### config.mk
export PLATFORM = sky130hd
export DESIGN_NAME = nibble_add_sequencer_flat
export DESIGN_NICKNAME = d
export VERILOG_FILES = /design/src/rtl/nibble_add_sequencer_pkg.sv /design/src/rtl/nibble_add_sequencer_if.sv /design/src/rtl/nibble_add_sequencer_cla4_slice.sv /design/src/rtl/nibble_add_sequencer.sv /design/src/flat_wrapper.sv
export SDC_FILE = /design/constraint.sdc
export NUM_CORES = 1
export LEC_CHECK = 0
export ABC_AREA = 1
export CORE_AREA = 2 2 73 75
export DETAILED_ROUTE_END_ITERATION = 12
export DIE_AREA = 0 0 75 77
export PLACE_DENSITY = 0.78
export SYNTH_ARGS = -nofsm -noshare
export SYNTH_HDL_FRONTEND = slang
export SYNTH_SLANG_ARGS = --single-unit
### constraint.sdc
create_clock -name clk -period 5.3 [get_ports clk]
set_input_delay 0.53 -clock clk [delete_from_list [all_inputs] [get_ports clk]]
set_output_delay 0.53 -clock clk [all_outputs]
set_load 0.1 [all_outputs]
### src/rtl/nibble_add_sequencer_pkg.sv
// Shared types and constants for the nibble-serial adder.
// SUB_MODE_EN (optional macro) adds a subtract control input.
package nibble_add_sequencer_pkg;

   typedef enum logic [1:0] {
      IDLE = 2'd0,
      RUN  = 2'd1,
      DONE = 2'd2
   } state_t;

   localparam int NIBBLE_W = 4;

   function automatic int idx_w(input int nibbles);
      return (nibbles > 1) ? $clog2(nibbles) : 1;
   endfunction

endpackage

### src/rtl/nibble_add_sequencer_if.sv
// Operand/result handshake bundle for the nibble-serial adder.
// SUB_MODE_EN adds in_sub to the operand side.
interface nibble_add_sequencer_if #(parameter int WIDTH = 16);

   logic             in_valid;
   logic             in_ready;
   logic [WIDTH-1:0] in_a;
   logic [WIDTH-1:0] in_b;
   logic             in_cin;
`ifdef SUB_MODE_EN
   logic             in_sub;
`endif
   logic             out_valid;
   logic             out_ready;
   logic [WIDTH-1:0] out_sum;
   logic             out_cout;
   logic             out_ovf;
   logic             busy;

`ifdef SUB_MODE_EN
   modport master (
      output in_valid, in_a, in_b, in_cin, in_sub, out_ready,
      input  in_ready, out_valid, out_sum, out_cout, out_ovf, busy
   );
   modport slave (
      input  in_valid, in_a, in_b, in_cin, in_sub, out_ready,
      output in_ready, out_valid, out_sum, out_cout, out_ovf, busy
   );
`else
   modport master (
      output in_valid, in_a, in_b, in_cin, out_ready,
      input  in_ready, out_valid, out_sum, out_cout, out_ovf, busy
   );
   modport slave (
      input  in_valid, in_a, in_b, in_cin, out_ready,
      output in_ready, out_valid, out_sum, out_cout, out_ovf, busy
   );
`endif

endinterface

### src/rtl/nibble_add_sequencer_cla4_slice.sv
// 4-bit carry-lookahead adder slice, purely combinational.
// Shared by every nibble position of the sequencer.
module cla4_slice
   import nibble_add_sequencer_pkg::*;
(
   input  logic [NIBBLE_W-1:0] a,
   input  logic [NIBBLE_W-1:0] b,
   input  logic                cin,
   output logic [NIBBLE_W-1:0] sum,
   output logic                cout
);

   logic [3:0] p;
   logic [3:0] g;
   logic [4:0] c;

   assign p = a ^ b;
   assign g = a & b;

   assign c[0] = cin;
   assign c[1] = g[0] | (p[0] & c[0]);
   assign c[2] = g[1] | (p[1] & g[0])
               | (p[1] & p[0] & c[0]);
   assign c[3] = g[2] | (p[2] & g[1])
               | (p[2] & p[1] & g[0])
               | (p[2] & p[1] & p[0] & c[0]);
   assign c[4] = g[3] | (p[3] & g[2])
               | (p[3] & p[2] & g[1])
               | (p[3] & p[2] & p[1] & g[0])
               | (p[3] & p[2] & p[1] & p[0] & c[0]);

   assign sum  = p ^ c[3:0];
   assign cout = c[4];

endmodule

### src/rtl/nibble_add_sequencer.sv
// Multi-cycle WIDTH-bit adder: one CLA nibble per clock, LSB first.
// SUB_MODE_EN enables subtract via in_sub (a + ~b + 1).
module nibble_add_sequencer
   import nibble_add_sequencer_pkg::*;
#(
   parameter int WIDTH = 16
) (
   input  logic                  clk,
   input  logic                  rst_n,
   nibble_add_sequencer_if.slave bus
);

   localparam int NIBBLES = WIDTH / NIBBLE_W;
   localparam int IW      = idx_w(NIBBLES);
   localparam logic [IW-1:0] LAST = IW'(NIBBLES - 1);

   state_t           state;
   logic [IW-1:0]    idx;
   logic             cy;
   logic [WIDTH-1:0] a_q;
   logic [WIDTH-1:0] b_q;
   logic [WIDTH-1:0] sum_q;
   logic             cout_q;
   logic             ovf_q;

   logic [NIBBLE_W-1:0] s_a;
   logic [NIBBLE_W-1:0] s_b;
   logic [NIBBLE_W-1:0] s_sum;
   logic                s_cout;
   logic [WIDTH-1:0]    b_eff;
   logic                cin_eff;

`ifdef SUB_MODE_EN
   assign b_eff   = bus.in_sub ? ~bus.in_b : bus.in_b;
   assign cin_eff = bus.in_sub | bus.in_cin;
`else
   assign b_eff   = bus.in_b;
   assign cin_eff = bus.in_cin;
`endif

   assign s_a = a_q[NIBBLE_W*idx +: NIBBLE_W];
   assign s_b = b_q[NIBBLE_W*idx +: NIBBLE_W];

   cla4_slice u_slice (
      .a    (s_a),
      .b    (s_b),
      .cin  (cy),
      .sum  (s_sum),
      .cout (s_cout)
   );

   always_ff @(posedge clk) begin
      if (!rst_n) begin
         state  <= IDLE;
         idx    <= '0;
         cy     <= 1'b0;
         sum_q  <= '0;
         cout_q <= 1'b0;
         ovf_q  <= 1'b0;
      end else begin
         unique case (state)
            IDLE: begin
               if (bus.in_valid) begin
                  a_q   <= bus.in_a;
                  b_q   <= b_eff;
                  cy    <= cin_eff;
                  idx   <= '0;
                  state <= RUN;
               end
            end
            RUN: begin
               sum_q[NIBBLE_W*idx +: NIBBLE_W] <= s_sum;
               cy  <= s_cout;
               idx <= idx + 1'b1;
               if (idx == LAST) begin
                  cout_q <= s_cout;
                  // top slice sum bit is the result MSB
                  ovf_q  <= (a_q[WIDTH-1] == b_q[WIDTH-1])
                         && (s_sum[NIBBLE_W-1] != a_q[WIDTH-1]);
                  state  <= DONE;
               end
            end
            DONE: begin
               if (bus.out_ready) state <= IDLE;
            end
            default: state <= IDLE;
         endcase
      end
   end

   assign bus.in_ready  = (state == IDLE);
   assign bus.out_valid = (state == DONE);
   assign bus.busy      = (state == RUN);
   assign bus.out_sum   = sum_q;
   assign bus.out_cout  = cout_q;
   assign bus.out_ovf   = ovf_q;

endmodule

### src/flat_wrapper.sv
// flat-port wrapper written by rule: the top's interface ports become plain ports
module nibble_add_sequencer_flat import nibble_add_sequencer_pkg::*;
#(
   parameter int WIDTH = 16
)
  (clk, rst_n, bus_in_valid, bus_in_a, bus_in_b, bus_in_cin, bus_out_ready, bus_in_ready, bus_out_valid, bus_out_sum, bus_out_cout, bus_out_ovf, bus_busy);
  nibble_add_sequencer_if #(.WIDTH(WIDTH)) bus_i ();
  input  logic clk;
  input  logic rst_n;
  input wire logic [$bits(bus_i.in_valid)-1:0] bus_in_valid;
  input wire logic [$bits(bus_i.in_a)-1:0] bus_in_a;
  input wire logic [$bits(bus_i.in_b)-1:0] bus_in_b;
  input wire logic [$bits(bus_i.in_cin)-1:0] bus_in_cin;
  input wire logic [$bits(bus_i.out_ready)-1:0] bus_out_ready;
  output wire logic [$bits(bus_i.in_ready)-1:0] bus_in_ready;
  output wire logic [$bits(bus_i.out_valid)-1:0] bus_out_valid;
  output wire logic [$bits(bus_i.out_sum)-1:0] bus_out_sum;
  output wire logic [$bits(bus_i.out_cout)-1:0] bus_out_cout;
  output wire logic [$bits(bus_i.out_ovf)-1:0] bus_out_ovf;
  output wire logic [$bits(bus_i.busy)-1:0] bus_busy;
  assign bus_i.in_valid = bus_in_valid;
  assign bus_i.in_a = bus_in_a;
  assign bus_i.in_b = bus_in_b;
  assign bus_i.in_cin = bus_in_cin;
  assign bus_i.out_ready = bus_out_ready;
  assign bus_in_ready = bus_i.in_ready;
  assign bus_out_valid = bus_i.out_valid;
  assign bus_out_sum = bus_i.out_sum;
  assign bus_out_cout = bus_i.out_cout;
  assign bus_out_ovf = bus_i.out_ovf;
  assign bus_busy = bus_i.busy;
  nibble_add_sequencer #(.WIDTH(WIDTH)) u_core (.clk(clk), .rst_n(rst_n), .bus(bus_i));
endmodule
==> metrics.txt, run 1 <==
Layout Skew 0.01024 ns; sequential power share 0.548; GR Overflow Total 0; Cell Pwr Density 282.4 nW/um^2; Clk network pwr share 0.259; largest net degree at the start of global routing 33; Combinational Power Share 0.194; Critical R2R Capture u_core.bus.out_sum[7]$_SDFFE_PN0P_; Final Setup Violations 0; kind of cell adding the most delay to the critical path flip-flops; synthesized instance count 238; top cell type's share of synthesized area 0.4027; Crit Path Max Fanout 26; Slew Viols, Final 0; commonest non-fill, non-tap cell in the layout clkdlybuf4s50_1; CTS clk-pin slew, worst paths 0.09 ns; Worst path slowest cell dfxtp_1; Iteration-0 DRC Markers 88; Filler Cell Count 424; warning count from the yosys run 0; RSZ-0062 raised after global routing false; IO buf count 57; Internal 640.1 uW; final hold vios 0; hold path depth 2; total core area 4977 um^2; initial antenna violation count 0; MaxCap Viol Count 0; share of cells above drive strength 1 0.05387; crit path cell chain inv_1 -> o21ai_0 -> o22ai_1 -> ha_1 -> nand2_1 -> nor2_1 -> nor2_1 -> nand2_1 -> nand2_1 -> nand2_1 -> nor2_1 -> nand3_1 -> a21oi_1; WHS Endpoint u_core.bus.out_sum[9]$_SDFFE_PN0P_; FP Rows 26; VDD IR max 163.2 uV; ANT cells 0; Starting Density 0.4794; Setup Crit Path Kind flop to flop; CP endpoint kind flop; TritonCTS sink count 55; setup repair bufs after CTS 0; area grow syn2layout 30.68%; min cycle time layout 3.236 ns; post-synth top area cell edfxtp_1; die width 75 um; I/O pins 58; number of routed nets with antenna violations 0; net switching power 240.4 uW; post-synthesis sequential area ratio 0.5957; Final Cycle Share 0.6105; DR pass1 iterations 4; CP max stage delay 0.88 ns; Sw Share 0.2731; Yosys reg bits 55; final WL 4.533 mm; Clock Latency Late Sink 0.30 ns; Critical Path AT 3.46 ns; distinct cell type count after synthesis 26; Avg Cell Area, Syn 10.03 um^2; post-cts gate resize count 0; reg-to-reg slack, setup 2.06 ns; CP bufs+invs 1; Avg Vias per Cell 4.951; hold wc startpoint u_core.bus.out_sum[9]$_SDFFE_PN0P_; clk buf depth 2; Tightest Pin Transition 0.9782 ns; commonest cells after routing, fill and taps aside 57 x clkdlybuf4s50_1, 41 x nand2_1, 32 x nor2_1, 32 x edfxtp_1, 23 x dfxtp_1; vias in the first global route 1779; max_slew headroom 0.3458; outcome complete, no violations; RePlAce Congestion 0.8872; gr usage total 0.1722; dpl cells 359; full die area 5775 um^2; DR vias 1817; top post-synthesis cells by area edfxtp_1 40%, dfxtp_1 19%, nand2_1 6.4%; root buffer cell clkbuf_8; CTS tree done; Critical Path RT 5.52 ns; Nets 345; WL/cell 12.35 um; Hold WC Path Type flop to flop; Layout Cells excl Fill 367; DRC viols 0; Peak Freq 309.1 MHz; Critical path origin u_core.idx[0]$_SDFFE_PN0P_; H-tree levels 2; Die H 77 um; Post-DP HPWL 3.391 mm; cell repeated most along the worst path nand2_1; leakage power 1.142 nW; Syn Std Cell Area 2386 um^2; Syn Nets 287; CTS Hold Bufs 0; crit start category flop; total CTS buffers 5; global-route wire length before repair 7.672 mm; cells on worst reg2reg path 13; reg2reg start u_core.idx[0]$_SDFFE_PN0P_; setup TNS 0 ns
[synth_stat cells]
| master | number |
|---|---|
| o22ai_1 | 8 |
| xor2_1 | 2 |
| nand2_1 | 41 |
| clkbuf_1 | 6 |
| nor2_1 | 33 |
| fa_1 | 1 |
| o21a_1 | 1 |
| a21oi_1 | 16 |
| inv_2 | 1 |
| buf_2 | 1 |
| nor4_4 | 1 |
| nand2_4 | 1 |
| a22oi_1 | 3 |
| inv_1 | 18 |
| nor2_2 | 1 |
| nand3_1 | 12 |
| nor2_8 | 1 |
| o21ai_0 | 19 |
| o21bai_1 | 1 |
| edfxtp_1 | 32 |
| nand2_2 | 2 |
| ha_1 | 11 |
| a31oi_1 | 1 |
| nand2b_1 | 1 |
| dfxtp_1 | 23 |
| nand4_1 | 1 |
[final cells by class]
cell class              count  area (um^2)  share of cell area
repair buffers             58        578.1              0.1854
multi-input cells         157        868.3              0.2785
inverters                  19        71.32             0.02287
clock inverters             1        5.005            0.001605
clock buffers               7        86.33             0.02769
well taps                  70        87.58             0.02809
flip-flops and latches     55         1421              0.4559
[cell families (layout without fill, tap and decap cells)]
family / after synthesis / count (layout) / synth area share
fa+ha+maj: 12 / 12 / 0.06607
simple gates: 94 / 94 / 0.1767
buf+inv: 26 / 85 / 0.04142
xor+xnor: 2 / 2 / 0.007343
flops: 55 / 55 / 0.5957
compound gates: 49 / 49 / 0.1127
[stage by stage]
step                      power (mW)  setup slack (ns)    util  area, um^2  hold WS (ns)
after floorplan               0.6058             1.570       -        2386        0.5073
after detailed placement      0.6629             2.134  0.6081        3027        0.4568
after global placement        0.6589             2.339  0.6081        3027        0.4543
final                         0.8805             2.064  0.6264        3118        0.4692
after global routing          0.9277             1.561  0.6264        3118        0.4913
after CTS                     0.8891             2.067  0.6264        3118        0.4703
[worst min-delay path: cells and delay by family, from the launching register on]
kind / cells / cell delay [ns]
simple gates: 1 / 0.06
flops: 1 / 0.32
compound gates: 1 / 0.05
[worst max path at each step]
stage	endpoint	slack, ns	cells after the start
floorplan	u_core.a_q[0]$_DFFE_PP_	1.57	3
global placement	u_core.bus.out_sum[15]$_SDFFE_PN0P_	2.34	13
detailed placement	u_core.bus.out_sum[7]$_SDFFE_PN0P_	2.13	13
CTS	u_core.bus.out_sum[7]$_SDFFE_PN0P_	2.07	13
global route	u_core.bus.out_sum[7]$_SDFFE_PN0P_	1.56	13
finish	u_core.bus.out_sum[7]$_SDFFE_PN0P_	2.06	13
[power by group through the flow]
stage	Combinational (mW)	Clock (mW)	Sequential [mW]
5_1_grt	0.189	0.253	0.485
3_5_place_dp	0.171	0	0.492
2_1_floorplan	0.0997	0	0.506
3_3_place_gp	0.167	0	0.492
4_1_cts	0.171	0.235	0.482
6_report	0.171	0.228	0.482
[state kept, by name (all words and copies together), names as in the netlist]
register / count
u_core.cy: 1
u_core.b_q: 16
u_core.state: 2
u_core.bus.out_ovf: 1
u_core.bus.out_cout: 1
u_core.bus.out_sum: 16
u_core.idx: 2
u_core.a_q: 16
[routing by layer]
layer,track usage,up-vias,routed length [um]
met2,0.2877,57,2351
met1,0.2212,837,1908
li1,-,919,-
met3,0.03022,4,241
met4,0.05893,0,31
met5,0,-,0
Power figures use the tool's default switching activity.
==> run 2: changes to the inputs <==
CORE_AREA = 2 2 77 79   (was 2 2 73 75)
DIE_AREA = 0 0 79 81   (was 0 0 75 77)
PLACE_DENSITY = 0.74   (was 0.78)
clock period = 2.78 ns   (was 5.3 ns; I/O delays follow)
==> metrics.txt, run 2 (synthesis gave the netlist of run 1 again) <==
Clock Latency Late Sink 0.31 ns (was 0.30 ns); Final Cycle Share 0.8585 (was 0.6105); CP max stage delay 0.34 ns (was 0.88 ns); DR pass1 iterations 4 (unchanged); post-cts gate resize count 0 (unchanged); post-route cell area 3100 um^2 (was 3118 um^2); Worst path slowest cell o22ai_1 (was dfxtp_1); Die H 81 um (was 77 um); commonest non-fill, non-tap cell in the layout nand2_1 (was clkdlybuf4s50_1); Setup Crit Path Kind flop to flop (unchanged); Crit Path Max Fanout 13 (was 26); Peak Freq 419.0 MHz (was 309.1 MHz); initial antenna violation count 0 (unchanged); area grow syn2layout 29.94% (was 30.68%); TritonCTS sink count 55 (unchanged); CP endpoint kind flop (unchanged); commonest cells after routing, fill and taps aside 41 x nand2_1, 36 x clkdlybuf4s50_1, 32 x edfxtp_1 (was 57 x clkdlybuf4s50_1, 41 x nand2_1, 32 x nor2_1, 32 x edfxtp_1, 23 x dfxtp_1); VDD IR max 310.0 uV (was 163.2 uV); share of cells above drive strength 1 0.1429 (was 0.05387); DP Area 3013 um^2 (was 3027 um^2); Nets 349 (was 345); leakage power 1.199 nW (was 1.142 nW); Starting Density 0.4204 (was 0.4794); Post-DP HPWL 3.693 mm (was 3.391 mm); kind of cell adding the most delay to the critical path simple AND/OR/NAND/NOR gates (was flip-flops); GR Overflow Total 0 (unchanged); setup repair bufs after CTS 0 (unchanged); final WL 4.918 mm (was 4.533 mm); global-route wire length before repair 7.969 mm (was 7.672 mm); Hold Slack 0.4727 ns (was 0.4692 ns); DRC viols 0 (unchanged); WL/cell 13.08 um (was 12.35 um); die width 79 um (was 75 um); outcome complete, no violations (unchanged); clk buf depth 2 (unchanged); area occupied by multi-input gates 870.8 um^2 (was 868.3 um^2); total core area 5675 um^2 (was 4977 um^2); Iteration-0 DRC Markers 104 (was 88); DR vias 1828 (was 1817); Filler Cell Count 543 (was 424); crit start category flop (unchanged); full die area 6399 um^2 (was 5775 um^2); Critical Path AT 2.63 ns (was 3.46 ns); Avg Vias per Cell 4.862 (was 4.951); Final Util 0.5463 (was 0.6264); crit path cell chain inv_1 -> buf_4 -> o21ai_0 -> o22ai_1 -> ha_1 -> nand4_1 -> nand2_1 -> nand2_1 -> nand2_1 -> nor2_1 -> nand3_1 -> a21oi_1 (was inv_1 -> o21ai_0 -> o22ai_1 -> ha_1 -> nand2_1 -> nor2_1 -> nor2_1 -> nand2_1 -> nand2_1 -> nand2_1 -> nor2_1 -> nand3_1 -> a21oi_1); Tightest Pin Transition 0.4669 ns (was 0.9782 ns); vias in the first global route 1774 (was 1779); ANT cells 0 (unchanged); IO buf count 57 (unchanged); Register Area 1421 um^2 (unchanged); Slew Viols, Final 0 (unchanged); final hold vios 0 (unchanged); cell repeated most along the worst path nand2_1 (unchanged); MaxCap Viol Count 0 (unchanged); number of routed nets with antenna violations 0 (unchanged); RePlAce Congestion 0.8499 (was 0.8872); FP Rows 28 (was 26); I/O pins 58 (unchanged); setup TNS 0 ns (unchanged); Final Setup Violations 0 (unchanged); CTS clk-pin slew, worst paths 0.10 ns (was 0.09 ns); CTS Hold Bufs 0 (unchanged); RSZ-0062 raised after global routing false (unchanged); CP bufs+invs 2 (was 1); H-tree levels 2 (unchanged); Layout Skew 0.003600 ns (was 0.01024 ns); Cell Pwr Density 543.2 nW/um^2 (was 282.4 nW/um^2); root buffer cell clkbuf_8 (unchanged); min cycle time layout 2.387 ns (was 3.236 ns); Hold WC Path Type flop to flop (unchanged); Critical Path RT 3.02 ns (was 5.52 ns); gr usage total 0.1616 (was 0.1722); total CTS buffers 5 (unchanged); max_slew headroom 0.6854 (was 0.3458); CTS tree done (unchanged); largest net degree at the start of global routing 33 (unchanged)
run 2: cell count changes in the layout (fill, tap and decap cells not counted):
cell and change:
clkbuf_8 -1, nor2_2 +1, clkbuf_1 -1, inv_6 +1, clkinvlp_2 +1, buf_4 +25
nor2_1 -1, clkdlybuf4s50_1 -21
run 2: through the flow:
step	power, mW	setup slack, ns	cells
2_1_floorplan	1.155	0.07278	238
3_3_place_gp	1.263	0.6149	368
3_5_place_dp	1.269	0.4625	368
4_1_cts	1.699	0.4012	376
5_1_grt	1.766	0.06373	376
6_report	1.684	0.3934	376
run 2: area by class of cell:
class	count	share of cell area
Inverter	19	0.02300
Sequential cell	55	0.4584
Clock buffer	5	0.02220
Multi-Input combinational cell	157	0.2809
Timing Repair Buffer	62	0.1792
Tap cell	75	0.03027
Clock inverter	3	0.006053
run 2: power breakdown:
part | internal [mW] | switching [mW] | total [mW]
registers | 0.895 | 0.0140 | 0.909
logic | 0.127 | 0.215 | 0.342
clock network | 0.177 | 0.256 | 0.433
run 2: worst reg2reg max path: stages, from the launching register on:
cell     delay (ns)
dfxtp_1        0.32
inv_1          0.25
buf_4          0.24
o21ai_0        0.09
o22ai_1        0.34
ha_1           0.33
nand4_1        0.12
nand2_1        0.06
nand2_1        0.07
nand2_1        0.08
nor2_1         0.19
nand3_1        0.10
a21oi_1        0.13
run 2: per-layer routing:
layer / GRT usage / vias up / part of all wire
met2: 0.2907 / 53 / 0.50
met3: 0.04667 / 8 / 0.056
met1: 0.1867 / 840 / 0.43
li1: - / 927 / -
met4: 0.05000 / 0 / 0.015
met5: 0 / - / 0
run 2: final timing paths:
| kind | startpoint | end | slack [ns] | depth (start not counted) |
|---|---|---|---|---|
| max | u_core.idx[0]$_SDFFE_PN0P_ | u_core.bus.out_sum[7]$_SDFFE_PN0P_ | 0.39 | 12 |
| min reg2reg | u_core.bus.out_sum[1]$_SDFFE_PN0P_ | u_core.bus.out_sum[1]$_SDFFE_PN0P_ | 0.47 | 2 |
| min | u_core.bus.out_sum[1]$_SDFFE_PN0P_ | u_core.bus.out_sum[1]$_SDFFE_PN0P_ | 0.47 | 2 |
| max reg2reg | u_core.idx[0]$_SDFFE_PN0P_ | u_core.bus.out_sum[7]$_SDFFE_PN0P_ | 0.39 | 12 |
